--- src/rtl/ps2_pkg.sv ---
// ps2_pkg: shared state type, command bytes and parity helper for the
// PS/2 host transmitter.
package ps2_pkg;

  typedef enum logic [2:0] {
    IDLE,
    INHIBIT,
    REQ,
    SEND,
    ACK,
    WAIT_REL,
    DONE
  } ps2_tx_state_t;

  localparam logic [7:0] PS2_CMD_RESET        = 8'hFF;
  localparam logic [7:0] PS2_CMD_SET_DEFAULTS = 8'hF6;
  localparam logic [7:0] PS2_CMD_ENABLE       = 8'hF4;

  // PS/2 parity is odd: the bit makes the total count of ones odd.
  function automatic logic odd_parity(input logic [7:0] b);
    return ~^b;
  endfunction

endpackage

--- src/rtl/ps2_line_sync.sv ---
// ps2_line_sync: synchroniser for one open-drain PS/2 pad plus a one-cycle
// falling-edge strobe. Define PS2_TX_FILTER_EN to add a glitch filter that
// only commits a new level after FILT_LEN consecutive equal samples.
import ps2_pkg::*;

module ps2_line_sync #(
  parameter int FILT_LEN = 8
) (
  input  logic clk_i,
  input  logic rst_ni,
  input  logic pad_i,
  output logic lvl_o,
  output logic fall_o
);

  if (FILT_LEN < 1) begin : g_bad_filt_len
    $error("ps2_line_sync: FILT_LEN must be >= 1");
  end

  logic [1:0] sync_q;
  logic       lvl;
  logic       prev_q;

  // Two-flop synchroniser; the bus idles high so reset to 1 (no false edge).
  always_ff @(posedge clk_i or negedge rst_ni) begin
    if (!rst_ni) sync_q <= 2'b11;
    else         sync_q <= {sync_q[0], pad_i};
  end

`ifdef PS2_TX_FILTER_EN
  localparam int FW = $clog2(FILT_LEN + 1);

  logic [FW-1:0] fcnt_q;
  logic          filt_q;

  // Count consecutive samples disagreeing with the filtered level; adopt
  // the new level on the FILT_LEN-th one, any agreeing sample restarts.
  always_ff @(posedge clk_i or negedge rst_ni) begin
    if (!rst_ni) begin
      fcnt_q <= '0;
      filt_q <= 1'b1;
    end else if (sync_q[1] == filt_q) begin
      fcnt_q <= '0;
    end else if (fcnt_q == FW'(FILT_LEN - 1)) begin
      filt_q <= sync_q[1];
      fcnt_q <= '0;
    end else begin
      fcnt_q <= fcnt_q + 1'b1;
    end
  end

  assign lvl = filt_q;
`else
  assign lvl = sync_q[1];
`endif

  // Remember last cycle's level for edge detection.
  always_ff @(posedge clk_i or negedge rst_ni) begin
    if (!rst_ni) prev_q <= 1'b1;
    else         prev_q <= lvl;
  end

  assign lvl_o  = lvl;
  assign fall_o = prev_q & ~lvl;

endmodule

--- src/rtl/ps2_host_tx.sv ---
// ps2_host_tx: host-to-device PS/2 command transmitter. Inhibits the bus,
// issues a request-to-send, shifts out {stop, odd parity, byte} on device
// clock falls, then checks the device ACK with an overall timeout.
// Optional glitch filter on CLK/DATA: define PS2_TX_FILTER_EN.
import ps2_pkg::*;

module ps2_host_tx #(
  parameter int INHIBIT_CYC = 5000,
  parameter int TIMEOUT_CYC = 750000,
  parameter int FILT_LEN    = 8
) (
  input  logic       clk_sys,
  input  logic       rst_n,
  input  logic       tx_vld,
  input  logic [7:0] tx_data,
  output logic       tx_rdy,
  output logic       tx_busy,
  output logic       tx_done,
  output logic       tx_err,
  input  logic       ps2_clk_in,
  input  logic       ps2_data_in,
  output logic       ps2_clk_oe,
  output logic       ps2_data_oe
);

  localparam int CNT_MAX = (TIMEOUT_CYC > INHIBIT_CYC) ? TIMEOUT_CYC : INHIBIT_CYC;
  localparam int CW      = $clog2(CNT_MAX + 1);

  ps2_tx_state_t state_q, state_d;
  logic [CW-1:0] cyc_q, cyc_d;
  logic [9:0]    sh_q, sh_d;
  logic [3:0]    bit_cnt_q, bit_cnt_d;
  logic          err_q, err_d;

  logic clk_lvl, clk_fall, data_lvl;
  logic data_fall_unused;  // DATA edges are never needed, only its level

  ps2_line_sync #(.FILT_LEN(FILT_LEN)) u_clk_sync (
    .clk_i  (clk_sys),
    .rst_ni (rst_n),
    .pad_i  (ps2_clk_in),
    .lvl_o  (clk_lvl),
    .fall_o (clk_fall)
  );

  ps2_line_sync #(.FILT_LEN(FILT_LEN)) u_data_sync (
    .clk_i  (clk_sys),
    .rst_ni (rst_n),
    .pad_i  (ps2_data_in),
    .lvl_o  (data_lvl),
    .fall_o (data_fall_unused)
  );

  // State and datapath registers; reset releases both lines immediately.
  always_ff @(posedge clk_sys or negedge rst_n) begin
    if (!rst_n) begin
      state_q   <= IDLE;
      cyc_q     <= '0;
      sh_q      <= '0;
      bit_cnt_q <= '0;
      err_q     <= 1'b0;
    end else begin
      state_q   <= state_d;
      cyc_q     <= cyc_d;
      sh_q      <= sh_d;
      bit_cnt_q <= bit_cnt_d;
      err_q     <= err_d;
    end
  end

  // Next-state and line/handshake decode. sh_q[0] is the bit on the wire
  // while in SEND; each device clock fall shifts the next one in.
  always_comb begin
    state_d     = state_q;
    cyc_d       = cyc_q;
    sh_d        = sh_q;
    bit_cnt_d   = bit_cnt_q;
    err_d       = err_q;
    tx_rdy      = 1'b0;
    tx_busy     = 1'b1;
    tx_done     = 1'b0;
    tx_err      = 1'b0;
    ps2_clk_oe  = 1'b0;
    ps2_data_oe = 1'b0;

    case (state_q)
      IDLE: begin
        tx_rdy  = 1'b1;
        tx_busy = 1'b0;
        cyc_d   = '0;
        if (tx_vld) begin
          sh_d    = {1'b1, odd_parity(tx_data), tx_data};
          err_d   = 1'b0;
          state_d = INHIBIT;
        end
      end
      INHIBIT: begin
        ps2_clk_oe = 1'b1;
        if (cyc_q == CW'(INHIBIT_CYC - 1)) begin
          ps2_data_oe = 1'b1;  // start bit goes down while CLK is still held
          cyc_d       = '0;
          state_d     = REQ;
        end else begin
          cyc_d = cyc_q + 1'b1;
        end
      end
      REQ: begin
        ps2_data_oe = 1'b1;
        if (clk_fall) begin
          bit_cnt_d = '0;
          state_d   = SEND;
        end
      end
      SEND: begin
        ps2_data_oe = ~sh_q[0];
        if (clk_fall) begin
          sh_d      = {1'b1, sh_q[9:1]};
          bit_cnt_d = bit_cnt_q + 1'b1;
          if (bit_cnt_q == 4'd8) state_d = ACK;  // this fall presents stop
        end
      end
      ACK: begin
        // stop bit: DATA released so the device can pull it low
        if (clk_fall) begin
          err_d   = data_lvl;
          state_d = WAIT_REL;
        end
      end
      WAIT_REL: begin
        if (clk_lvl && data_lvl) state_d = DONE;
      end
      DONE: begin
        tx_done = 1'b1;
        tx_err  = err_q;
        state_d = IDLE;
      end
      default: state_d = IDLE;
    endcase

    // One watchdog covers the whole device-clocked part of the transfer.
    if (state_q inside {REQ, SEND, ACK, WAIT_REL}) begin
      cyc_d = cyc_q + 1'b1;
      if (cyc_q == CW'(TIMEOUT_CYC - 1)) begin
        err_d   = 1'b1;
        state_d = DONE;
      end
    end
  end

endmodule

--- config.mk ---
export PLATFORM = sky130hd
export DESIGN_NAME = ps2_host_tx
export DESIGN_NICKNAME = d
export VERILOG_FILES = /design/src/rtl/ps2_pkg.sv /design/src/rtl/ps2_line_sync.sv /design/src/rtl/ps2_host_tx.sv
export SDC_FILE = /design/constraint.sdc
export NUM_CORES = 1
export LEC_CHECK = 0
export ABC_CLOCK_PERIOD_IN_PS = 2100
export CAP_MARGIN = 30
export CORE_MARGIN = 2
export CORE_UTILIZATION = 57
export DETAILED_ROUTE_END_ITERATION = 10
export HOLD_SLACK_MARGIN = 0.1
export MAX_ROUTING_LAYER = met4
export PLACE_DENSITY = 0.78
export SLEW_MARGIN = 20
export SYNTH_ARGS = -nofsm -noshare
export SYNTH_HDL_FRONTEND = slang
export SYNTH_SLANG_ARGS = --single-unit
--- constraint.sdc ---
create_clock -name clk_sys -period 2.1 [get_ports clk_sys]
set_input_delay 0.21 -clock clk_sys [delete_from_list [all_inputs] [get_ports clk_sys]]
set_output_delay 0.21 -clock clk_sys [all_outputs]
set_load 0.005 [all_outputs]
==> run_results.csv, run 1 <==
group,metric,value,unit
status,status,"finished clean",
floorplanning,die_area,0.00458,mm2
power_and_ir_drop,total_power,1.47,mW
synth,ys_ff_latch,43,
clock_network,htree_num_levels,2,
global_routing,grt.overflow.total,0,
placement,io_buffers,18,
synth,synth_warnings,0,
route,wl_met3,344,um
cells_and_area,antenna_cells,0,
setup_path,critPathMaxStageDelay,420,ps
clock_network,tritoncts,"yes",
sta,finalWorstSetupSlack,87.7,ps
clock_network,cts_made_buffers,5,
route,drtIter0Drc,211,
sta,setup_viol,0,
sta,timing.final.crit_share,95.8,%
synth,syn_inst,237,
sta,max_freq,0.497,GHz
floorplanning,die_x,67.7,um
floorplanning,start_util,58.6,%
sta,grt_setup_unrepaired,"yes",
floorplanning,row_count,23,
setup_path,crit_type,"reg -> out",
clock_network,cts-root-buf,"clkbuf_8",
synth,syn_nets,253,
synth,mappedNetlistArea,0.00231,mm2
clock_network,clock_sinks,43,
placement,place_ws,72.2,ps
sta,relSlewSlack,57.5,%
cells_and_area,final_cell_area,0.00282,mm2
synth,ys_seq_area_share,46.8,%
power_and_ir_drop,leakagePower,1.31,nW
route,via_count,1884,
route,wl_met1,2250,um
setup_path,crit_slowest_cell,"dfrtp_1",
sta,fin_crit,2010,ps
clock_network,cts_buffer_depth,2,
route,wire_per_inst,15.8,um
setup_path,worstPathCellList,"nor4_4 > nand2_2 > nor3_2 > nand2_1 > a21oi_1 > dlygate4sd2_1",
setup_path,start_kind,"register",
power_and_ir_drop,p_sw,0.320,mW
power_and_ir_drop,p_sw_share,21.8,%
synth,avgSynthCellArea,9.76,um2
power_and_ir_drop,powerDensity,520,mW/mm2
worst_hold_path,holdPathStages,1,
route,route.met2.wl,2500,um
sta,worst_slew_pin_slew,637,ps
global_routing,grt_max_degree,30,
cells_and_area,nNetsFinal,295,
setup_path,critical_path_arrival,1800,ps
worst_hold_path,hp-class,"in -> reg",
placement,gp_congestion,0.887,
sta,hold_viol,0,
floorplanning,core,0.00394,mm2
power_and_ir_drop,clockPowerShare,37.1,%
power_and_ir_drop,pwr-share-seq,57.3,%
setup_path,r2r-end,"state_q[1]",
placement,place_area,0.00265,mm2
power_and_ir_drop,vdd_drop_max,0.411,mV
worst_hold_path,hp-start,"ps2_clk_in",
global_routing,grt_pass1_vias,1774,
sta,skew,7.31,ps
route,drc,0,
global_routing,antenna_found_initial,0,
placement,dp_hpwl,3570,um
setup_path,r2r_cells,6,
setup_path,crit_path_end_kind,"output port",
power_and_ir_drop,p_comb_share,5.6,%
setup_path,critPathMaxFanout,3,
cells_and_area,most-common-layout-cells,"dfrtp_1, nand2_1, nor2_1",
synth,synth_cell_types,45,
route,routed_via_density,5.71,
sta,slew_violations,0,
setup_path,crit_required,1890,ps
flow_run,max-cap-violations,0,
cells_and_area,final_common_cell,"dfrtp_1",
global_routing,grt_pass1_wl,8600,um
route,final_antenna_net_count,0,
clock_network,clock_latency,300,ps
cells_and_area,fin_cells,330,
route,maxUsedRoutingLayer,"met4",
cells_and_area,syn_to_final_growth,22.0,%
worst_hold_path,min_to,"u_clk_sync.sync_q[0]",
placement,dp.cells,316,
clock_network,path_clk_slew,80,ps
cells_and_area,drive_above_1_share,18.6,%
route,wl,5230,um
setup_path,rrSetupSlack,170,ps
global_routing,track_usage,26.2,%
floorplanning,io_pins,19,
route,firstDrtPassIters,4,
floorplanning,die_height,67.7,um
power_and_ir_drop,power.internal,1.15,mW
setup_path,r2r-start,"cyc_q[18]",
worst max-delay path, delay by kind of cell (launching register included):
family	cells	cell delay (ps)
AND/OR/NAND/NOR	4	700
flip-flops	1	420
buffers and inverters	1	240
AO/OA/AOI/OAI	1	150
registers in the layout, indices dropped and copies added (netlist names):
| signal | count |
|---|---|
| u_clk_sync.prev_q | 1 |
| cyc_q | 20 |
| state_q | 3 |
| u_data_sync.sync_q | 2 |
| err_q | 1 |
| sh_q | 10 |
| bit_cnt_q | 4 |
| u_clk_sync.sync_q | 2 |
through the flow:
| step | util, % | hold slack (ps) | setup TNS (ps) |
|---|---|---|---|
| detailed placement | 67.2 | 259 | 0 |
| CTS | 70.8 | 301 | 0 |
| global route | 71.5 | 297 | -26.6 |
| global placement | 67.2 | 260 | 0 |
| floorplan | - | -85.6 | 0 |
| finish | 71.5 | 311 | 0 |
logic make-up after synthesis:
| group | count (synthesis) | synth area share (%) |
|---|---|---|
| AOI/OAI and AO/OA | 38 | 11.3 |
| DFF | 43 | 46.8 |
| and+or+nand+nor | 105 | 23.8 |
| xor gates and xnor gates | 23 | 8.71 |
| adders and majority gates | 3 | 1.62 |
| buffers and inverters | 13 | 2.54 |
| muxes | 12 | 5.30 |
routing by layer:
metal / track usage (%) / vias up
li1: - / 917
met1: 35.7 / 886
met2: 38.8 / 66
met3: 5.00 / 15
met4: 9.95 / 0
met5: - / -
how the worst max path moves through the flow:
stage                              to        from
after floorplan             cyc_q[10]    cyc_q[0]
after global placement    ps2_data_oe   cyc_q[10]
after detailed placement  ps2_data_oe   cyc_q[14]
after CTS                      tx_err  state_q[1]
after global routing      ps2_data_oe   cyc_q[18]
final                     ps2_data_oe   cyc_q[18]
Yosys cell counts, drive strengths merged:
library cell	number	area, um2
dfrtp	38	951
nand2	31	116
nor2	27	101
xor2	13	114
nand3	12	60.1
o21ai	12	60.1
mux2i	10	100
xnor2	10	87.6
nand4	7	43.8
nor3	7	46.3
inv	6	22.5
a21oi	5	25.0
buf	5	28.8
dfstp	5	131
nand2b	4	25.0
nor2b	4	25.0
nor4	4	52.6
ha	3	37.5
o31ai	3	22.5
a221o	2	20.0
a22o	2	17.5
a32oi	2	17.5
and2	2	12.5
and3	2	12.5
and4	2	17.5
clkbuf	2	7.51
mux2	2	22.5
nor4b	2	30.0
o21bai	2	15.0
a211oi	1	7.51
a21bo	1	10.0
a21boi	1	7.51
a21o	1	7.51
a221oi	1	8.76
a31o	1	8.76
a41oi	1	8.76
o22ai	1	6.26
o2bb2ai	1	8.76
o31a	1	8.76
or2	1	6.26
area by class of cell:
type / instances / area, um2
clock buffers: 7 / 86.3
inverters: 6 / 22.5
flip-flops and latches: 43 / 1080
fillers: 283 / 1120
clock inverters: 1 / 5.00
well taps: 50 / 62.6
multi-input cells: 181 / 1200
repair buffers: 42 / 357
power by group through the flow:
stage / Combinational [mW] / Clock, mW / Sequential [mW]
6_report: 0.0821 / 0.544 / 0.839
2_1_floorplan: 0.0334 / 0 / 0.855
3_3_place_gp: 0.0806 / 0 / 0.855
5_1_grt: 0.0911 / 0.588 / 0.840
4_1_cts: 0.0834 / 0.555 / 0.839
3_5_place_dp: 0.0814 / 0 / 0.855
repair_timing:
action | in CTS | in global routing
setup endpoints to repair | 1 | 4
endpoints found under the hold margin | 24 | 0
setup buffers | 5 | 0
hold buffers | 1 | 0
gates resized for setup | 2 | 6
pin swaps | 5 | 1
(Power assumes the default switching activity.)
==> inputs of run 2 (changes only) <==
--- a/config.mk
+++ b/config.mk
@@ -8,10 +8,10 @@
 export ABC_CLOCK_PERIOD_IN_PS = 2100
 export CAP_MARGIN = 30
 export CORE_MARGIN = 2
-export CORE_UTILIZATION = 57
+export CORE_UTILIZATION = 63
 export DETAILED_ROUTE_END_ITERATION = 10
+export DONT_BUFFER_PORTS = 1
 export HOLD_SLACK_MARGIN = 0.1
-export MAX_ROUTING_LAYER = met4
 export PLACE_DENSITY = 0.78
 export SLEW_MARGIN = 20
 export SYNTH_ARGS = -nofsm -noshare
==> run 2 against run 1 <==
- sequential share of layout area is 4.4 points higher
- clock skew down 0.96 ps
- critical path depth down 1
- combinational power decreased by 25%
- flip-flop and latch count unchanged
==> run_results.csv, run 2 (synthesized netlist as in run 1, its figures left out) <==
group,metric,value,unit
placement,gp_congestion,0.831,
global_routing,grt.overflow.total,0,
global_routing,grt_pass1_vias,1673,
floorplanning,die_height,64.6,um
clock_network,clock_sinks,43,
cells_and_area,n_fill_cell,278,
setup_path,crit_type,"reg -> out",
floorplanning,io_pins,19,
clock_network,cts-root-buf,"clkbuf_8",
setup_path,r2r-start,"cyc_q[5]",
global_routing,track_usage,23.6,%
clock_network,cts_buffer_depth,2,
placement,dp_hpwl,3090,um
clock_network,cts_setup_buffers,0,
clock_network,clock_latency,290,ps
placement,io_buffers,0,
route,via_count,1732,
floorplanning,die_x,64.6,um
setup_path,worstPathCellList,"nor4b_2 > nand3_1 > nor3_1 > nand2_1 > a21oi_1",
setup_path,crit_required,1890,ps
cells_and_area,final_cell_area,0.00252,mm2
placement,place_area,0.00238,mm2
worst_hold_path,hp-class,"in -> reg",
sta,relSlewSlack,68.6,%
floorplanning,row_count,22,
flow_run,max-cap-violations,0,
placement,place_ws,263,ps
cells_and_area,drive_above_1_share,12.5,%
worst_hold_path,hp-start,"tx_data[3]",
floorplanning,die_area,0.00417,mm2
power_and_ir_drop,powerDensity,568,mW/mm2
status,status,"finished clean",
cells_and_area,fin_cells,296,
route,wl,4370,um
setup_path,critical_path_arrival,1760,ps
setup_path,critPathMaxFanout,4,
sta,fin_crit,1970,ps
sta,finalWorstSetupSlack,129,ps
floorplanning,start_util,64.1,%
clock_network,htree_num_levels,2,
sta,setup_viol,0,
route,routed_via_density,5.85,
sta,grt_setup_unrepaired,"no",
setup_path,crit_path_end_kind,"output port",
cells_and_area,largest_reg_flops,20,
power_and_ir_drop,total_power,1.43,mW
route,drc,0,
cells_and_area,largest_register,"cyc_q",
cells_and_area,most-common-layout-cells,"dfrtp_1, nand2_1, nor2_1",
sta,worst_slew_pin_slew,469,ps
sta,hold_viol,0,
power_and_ir_drop,leakagePower,1.16,nW
route,firstDrtPassIters,4,
global_routing,grt_pass1_wl,7510,um
cells_and_area,antenna_cells,0,
sta,skew,6.35,ps
global_routing,grt_max_degree,44,
setup_path,crit_buf_inv,0,
setup_path,crit_start,"cyc_q[14]",
sta,timing.final.crit_share,93.8,%
setup_path,start_kind,"register",
setup_path,crit_slowest_cell,"dfrtp_1",
placement,dp.cells,284,
clock_network,cts_made_buffers,5,
route,wire_per_inst,14.8,um
route,final_antenna_net_count,0,
cells_and_area,syn_to_final_growth,9.20,%
sta,slew_violations,0,
sta,max_freq,0.507,GHz
cells_and_area,final_common_cell,"dfrtp_1",
global_routing,antenna_found_initial,0,
clock_network,path_clk_slew,80,ps
floorplanning,core,0.00361,mm2
cells_and_area,largestRegisters,"cyc_q: 20 flops, sh_q: 10 flops, bit_cnt_q: 4 flops",
clock_network,tritoncts,"yes",
route,drtIter0Drc,236,
setup_path,cpLargestDelayFamily,"simple AND/OR/NAND/NOR gates",
sta,setup_tns,0,ps
cells_and_area,nNetsFinal,263,
power_and_ir_drop,vdd_drop_max,0.389,mV
setup_path,critPathMaxStageDelay,430,ps
## run 2: changes by cell type in the layout (fill, tap and decap cells not counted), moves of 2 or more
cell / previous run / this run
dfrtp_1: 36 / 38
dlygate4sd3_1: 1 / 3
nor4_4: 3 / 1
clkdlybuf4s50_1: 16 / 0
dfrtp_2: 2 / 0
buf_4: 23 / 6
## run 2: routing by layer
metal | wire length, um | track usage, % | vias to the layer above
met2 | 1990 | 37.8 | 42
li1 | - | - | 853
met1 | 2100 | 32.9 | 831
met4 | 54 | 7.98 | 0
met5 | 0 | 0 | -
met3 | 228 | 3.65 | 6
## run 2: power by group
part | leakage (nW) | internal, mW | total, mW | switching, mW
registers | 0.564 | 0.836 | 0.839 | 0.00289
logic | 0.544 | 0.0295 | 0.0619 | 0.0324
clock network | 0.0482 | 0.265 | 0.533 | 0.268
total | 1.16 | 1.13 | 1.43 | 0.303
## run 2: worst reg2reg max path, cell delays in order, from the launching register on
cell     delay (ps)
dfrtp_1         470
nand4_1         310
nor4b_2         560
nand3_1         170
xor2_1          170
nor2_1           50
## run 2: layout make-up
type	instances	area [um2]	share of cell area, %
multi-input combinational	181	1170	46.5
sequential	43	1080	42.9
clock inverter	1	5.00	0.198
timing repair buffer	10	95.1	3.77
tap	48	60.1	2.38
inverter	6	22.5	0.892
clock buffer	7	86.3	3.42
## run 2: through the flow
step / hold WS (ps) / util (%)
floorplan: -85.6 / -
global placement: -84.8 / 66.0
detailed placement: -84.6 / 66.0
CTS: 120 / 70.0
global route: 141 / 70.0
finish: 121 / 70.0
## run 2: timing repair
action,in CTS,in global routing
setup endpoints to repair,0,1
hold buffers,4,0
hold endpoints to repair,45,0
gates resized for setup,0,1
## run 2: worst paths after layout
kind,end,slack (ps),cells past startpoint
min reg2reg,u_data_sync.sync_q[1],360,0
max reg2reg,cyc_q[17],270,5
max in group asynchronous,u_data_sync.sync_q[0],1450,2
max,ps2_data_oe,130,5
min,sh_q[3],120,2
min in group asynchronous,bit_cnt_q[1],390,2
==> inputs of run 3 (changes only) <==
--- a/config.mk
+++ b/config.mk
@@ -5,15 +5,14 @@
 export SDC_FILE = /design/constraint.sdc
 export NUM_CORES = 1
 export LEC_CHECK = 0
-export ABC_CLOCK_PERIOD_IN_PS = 2100
+export ABC_CLOCK_PERIOD_IN_PS = 2500
 export CAP_MARGIN = 30
 export CORE_MARGIN = 2
-export CORE_UTILIZATION = 63
+export CORE_UTILIZATION = 67
 export DETAILED_ROUTE_END_ITERATION = 10
 export DONT_BUFFER_PORTS = 1
 export HOLD_SLACK_MARGIN = 0.1
-export PLACE_DENSITY = 0.78
-export SLEW_MARGIN = 20
+export PLACE_DENSITY = 0.82
 export SYNTH_ARGS = -nofsm -noshare
 export SYNTH_HDL_FRONTEND = slang
 export SYNTH_SLANG_ARGS = --single-unit
==> constraint.sdc (replaced) <==
create_clock -name clk_sys -period 2.5 [get_ports clk_sys]
set_input_delay 0.25 -clock clk_sys [delete_from_list [all_inputs] [get_ports clk_sys]]
set_output_delay 0.25 -clock clk_sys [all_outputs]
set_load 0.005 [all_outputs]
==> run 3 against run 2 <==
- clock power is 34% lower
- routed wire length increased by 1.2%
- cell count rose by 0.68%
==> run_results.csv, run 3 (synthesized netlist as in run 1, its figures left out) <==
group,metric,value,unit
cells_and_area,n_fill_cell,246,
sta,skew,11.1,ps
cells_and_area,seq_area,0.00108,mm2
clock_network,htree_num_levels,2,
sta,setup_tns,0,ps
clock_network,cts_setup_buffers,0,
floorplanning,die_x,62.7,um
placement,dp.cells,280,
power_and_ir_drop,vdd_drop_max,0.346,mV
setup_path,crit_required,2250,ps
route,wire_per_inst,14.8,um
sta,relSlewSlack,54.8,%
setup_path,crit_start,"state_q[2]",
cells_and_area,nNetsFinal,267,
floorplanning,die_area,0.00394,mm2
global_routing,grt_max_degree,44,
power_and_ir_drop,power.internal,0.847,mW
sta,hold_viol,0,
placement,place_area,0.00236,mm2
floorplanning,start_util,69.3,%
placement,dp_hpwl,3040,um
cells_and_area,most-common-layout-cells,"dfrtp_1, nand2_1, nor2_1",
setup_path,start_kind,"register",
clock_network,holdBufCountCts,10,
route,via_count,1737,
clock_network,cts_buffer_depth,2,
global_routing,grt_pass1_vias,1664,
power_and_ir_drop,p_comb_share,5.6,%
setup_path,r2r-start,"state_q[1]",
route,wl,4430,um
floorplanning,row_count,21,
placement,gp_congestion,0.855,
cells_and_area,largest_reg_flops,20,
floorplanning,die_height,62.7,um
global_routing,track_usage,25.5,%
power_and_ir_drop,p_sw_share,24.4,%
power_and_ir_drop,pwr-share-seq,63.1,%
cells_and_area,multiInputGateArea,0.00117,mm2
setup_path,critical_path_arrival,1880,ps
cells_and_area,drive_above_1_share,11.5,%
clock_network,cts_made_buffers,5,
placement,io_buffers,0,
clock_network,clock_sinks,43,
setup_path,crit_type,"reg -> out",
clock_network,clock_latency,360,ps
setup_path,crit_path_end_kind,"output port",
cells_and_area,final_common_cell,"dfrtp_1",
sta,max_freq,0.470,GHz
floorplanning,io_pins,19,
route,drtIter0Drc,85,
global_routing,antenna_found_initial,0,
clock_network,path_clk_slew,140,ps
route,final_antenna_net_count,0,
route,routed_via_density,5.83,
worst_hold_path,hp-start,"tx_data[3]",
cells_and_area,largestRegisters,"cyc_q: 20 flops, sh_q: 10 flops, bit_cnt_q: 4 flops",
global_routing,grt.overflow.total,0,
power_and_ir_drop,clockPowerShare,31.4,%
flow_run,max-cap-violations,0,
floorplanning,core,0.00334,mm2
sta,timing.final.crit_share,85.1,%
cells_and_area,syn_to_final_growth,9.69,%
status,status,"finished clean",
route,drc,0,
route,firstDrtPassIters,4,
setup_path,critPathMaxFanout,21,
power_and_ir_drop,p_sw,0.273,mW
sta,setup_viol,0,
sta,slew_violations,0,
sta,fin_crit,2130,ps
global_routing,grt_pass1_wl,7730,um
worst_hold_path,hp-class,"in -> reg",
power_and_ir_drop,total_power,1.12,mW
clock_network,cts-root-buf,"clkbuf_4",
power_and_ir_drop,leakagePower,1.16,nW
sta,grt_setup_unrepaired,"no",
clock_network,tritoncts,"yes",
cells_and_area,largest_register,"cyc_q",
clock_network,cts-resized-gates,0,
cells_and_area,fin_cells,298,
cells_and_area,final_cell_area,0.00254,mm2
sta,worst_slew_pin_slew,678,ps
power_and_ir_drop,powerDensity,442,mW/mm2
cells_and_area,antenna_cells,0,
-- run 3: routing by layer --
layer | up-vias | wire length [um] | track usage (%) | share of wire [%]
met2 | 40 | 2100 | 40.2 | 47
li1 | 858 | - | - | -
met5 | - | 0 | 0 | 0
met1 | 828 | 1990 | 32.5 | 45
met4 | 0 | 111 | 12.5 | 2.5
met3 | 11 | 228 | 7.21 | 5.2
-- run 3: cell type report --
| type | count | share of cell area, % |
|---|---|---|
| clock buffer | 5 | 1.48 |
| sequential | 43 | 42.7 |
| multi-input combinational | 181 | 46.2 |
| inverter | 6 | 0.888 |
| timing repair buffer | 14 | 5.53 |
| clock inverter | 3 | 0.987 |
| tap | 46 | 2.27 |
-- run 3: metrics by stage --
stage                     setup slack (ps)  util, %  hold WS, ps
after detailed placement               529     70.8        -44.7
after floorplan                        818        -        -45.6
after CTS                              364     76.0          102
final                                  372     76.0          125
after global routing                   236     76.0          148
after global placement                 612     70.8        -44.8
-- run 3: path summary, 6_finish.rpt --
kind	to	slack [ps]	cells after the start
min in group asynchronous	sh_q[1]	340	2
min	sh_q[3]	120	2
min reg2reg	u_data_sync.sync_q[1]	350	0
max in group asynchronous	u_data_sync.sync_q[0]	1890	2
max reg2reg	sh_q[8]	510	5
max	tx_err	370	3
-- run 3: power by group through the flow --
stage	Clock (mW)	Sequential, mW	Combinational, mW
finish	0.351	0.706	0.0624
global route	0.387	0.707	0.0703
CTS	0.363	0.706	0.0632
detailed placement	0	0.719	0.0341
global placement	0	0.719	0.0315
floorplan	0	0.718	0.0280
-- run 3: worst max-delay path, stage by stage (launching register included) --
cell and delay, ps:
dfrtp_1 800, nand2_1 300, nor2_1 240, and2_1 170
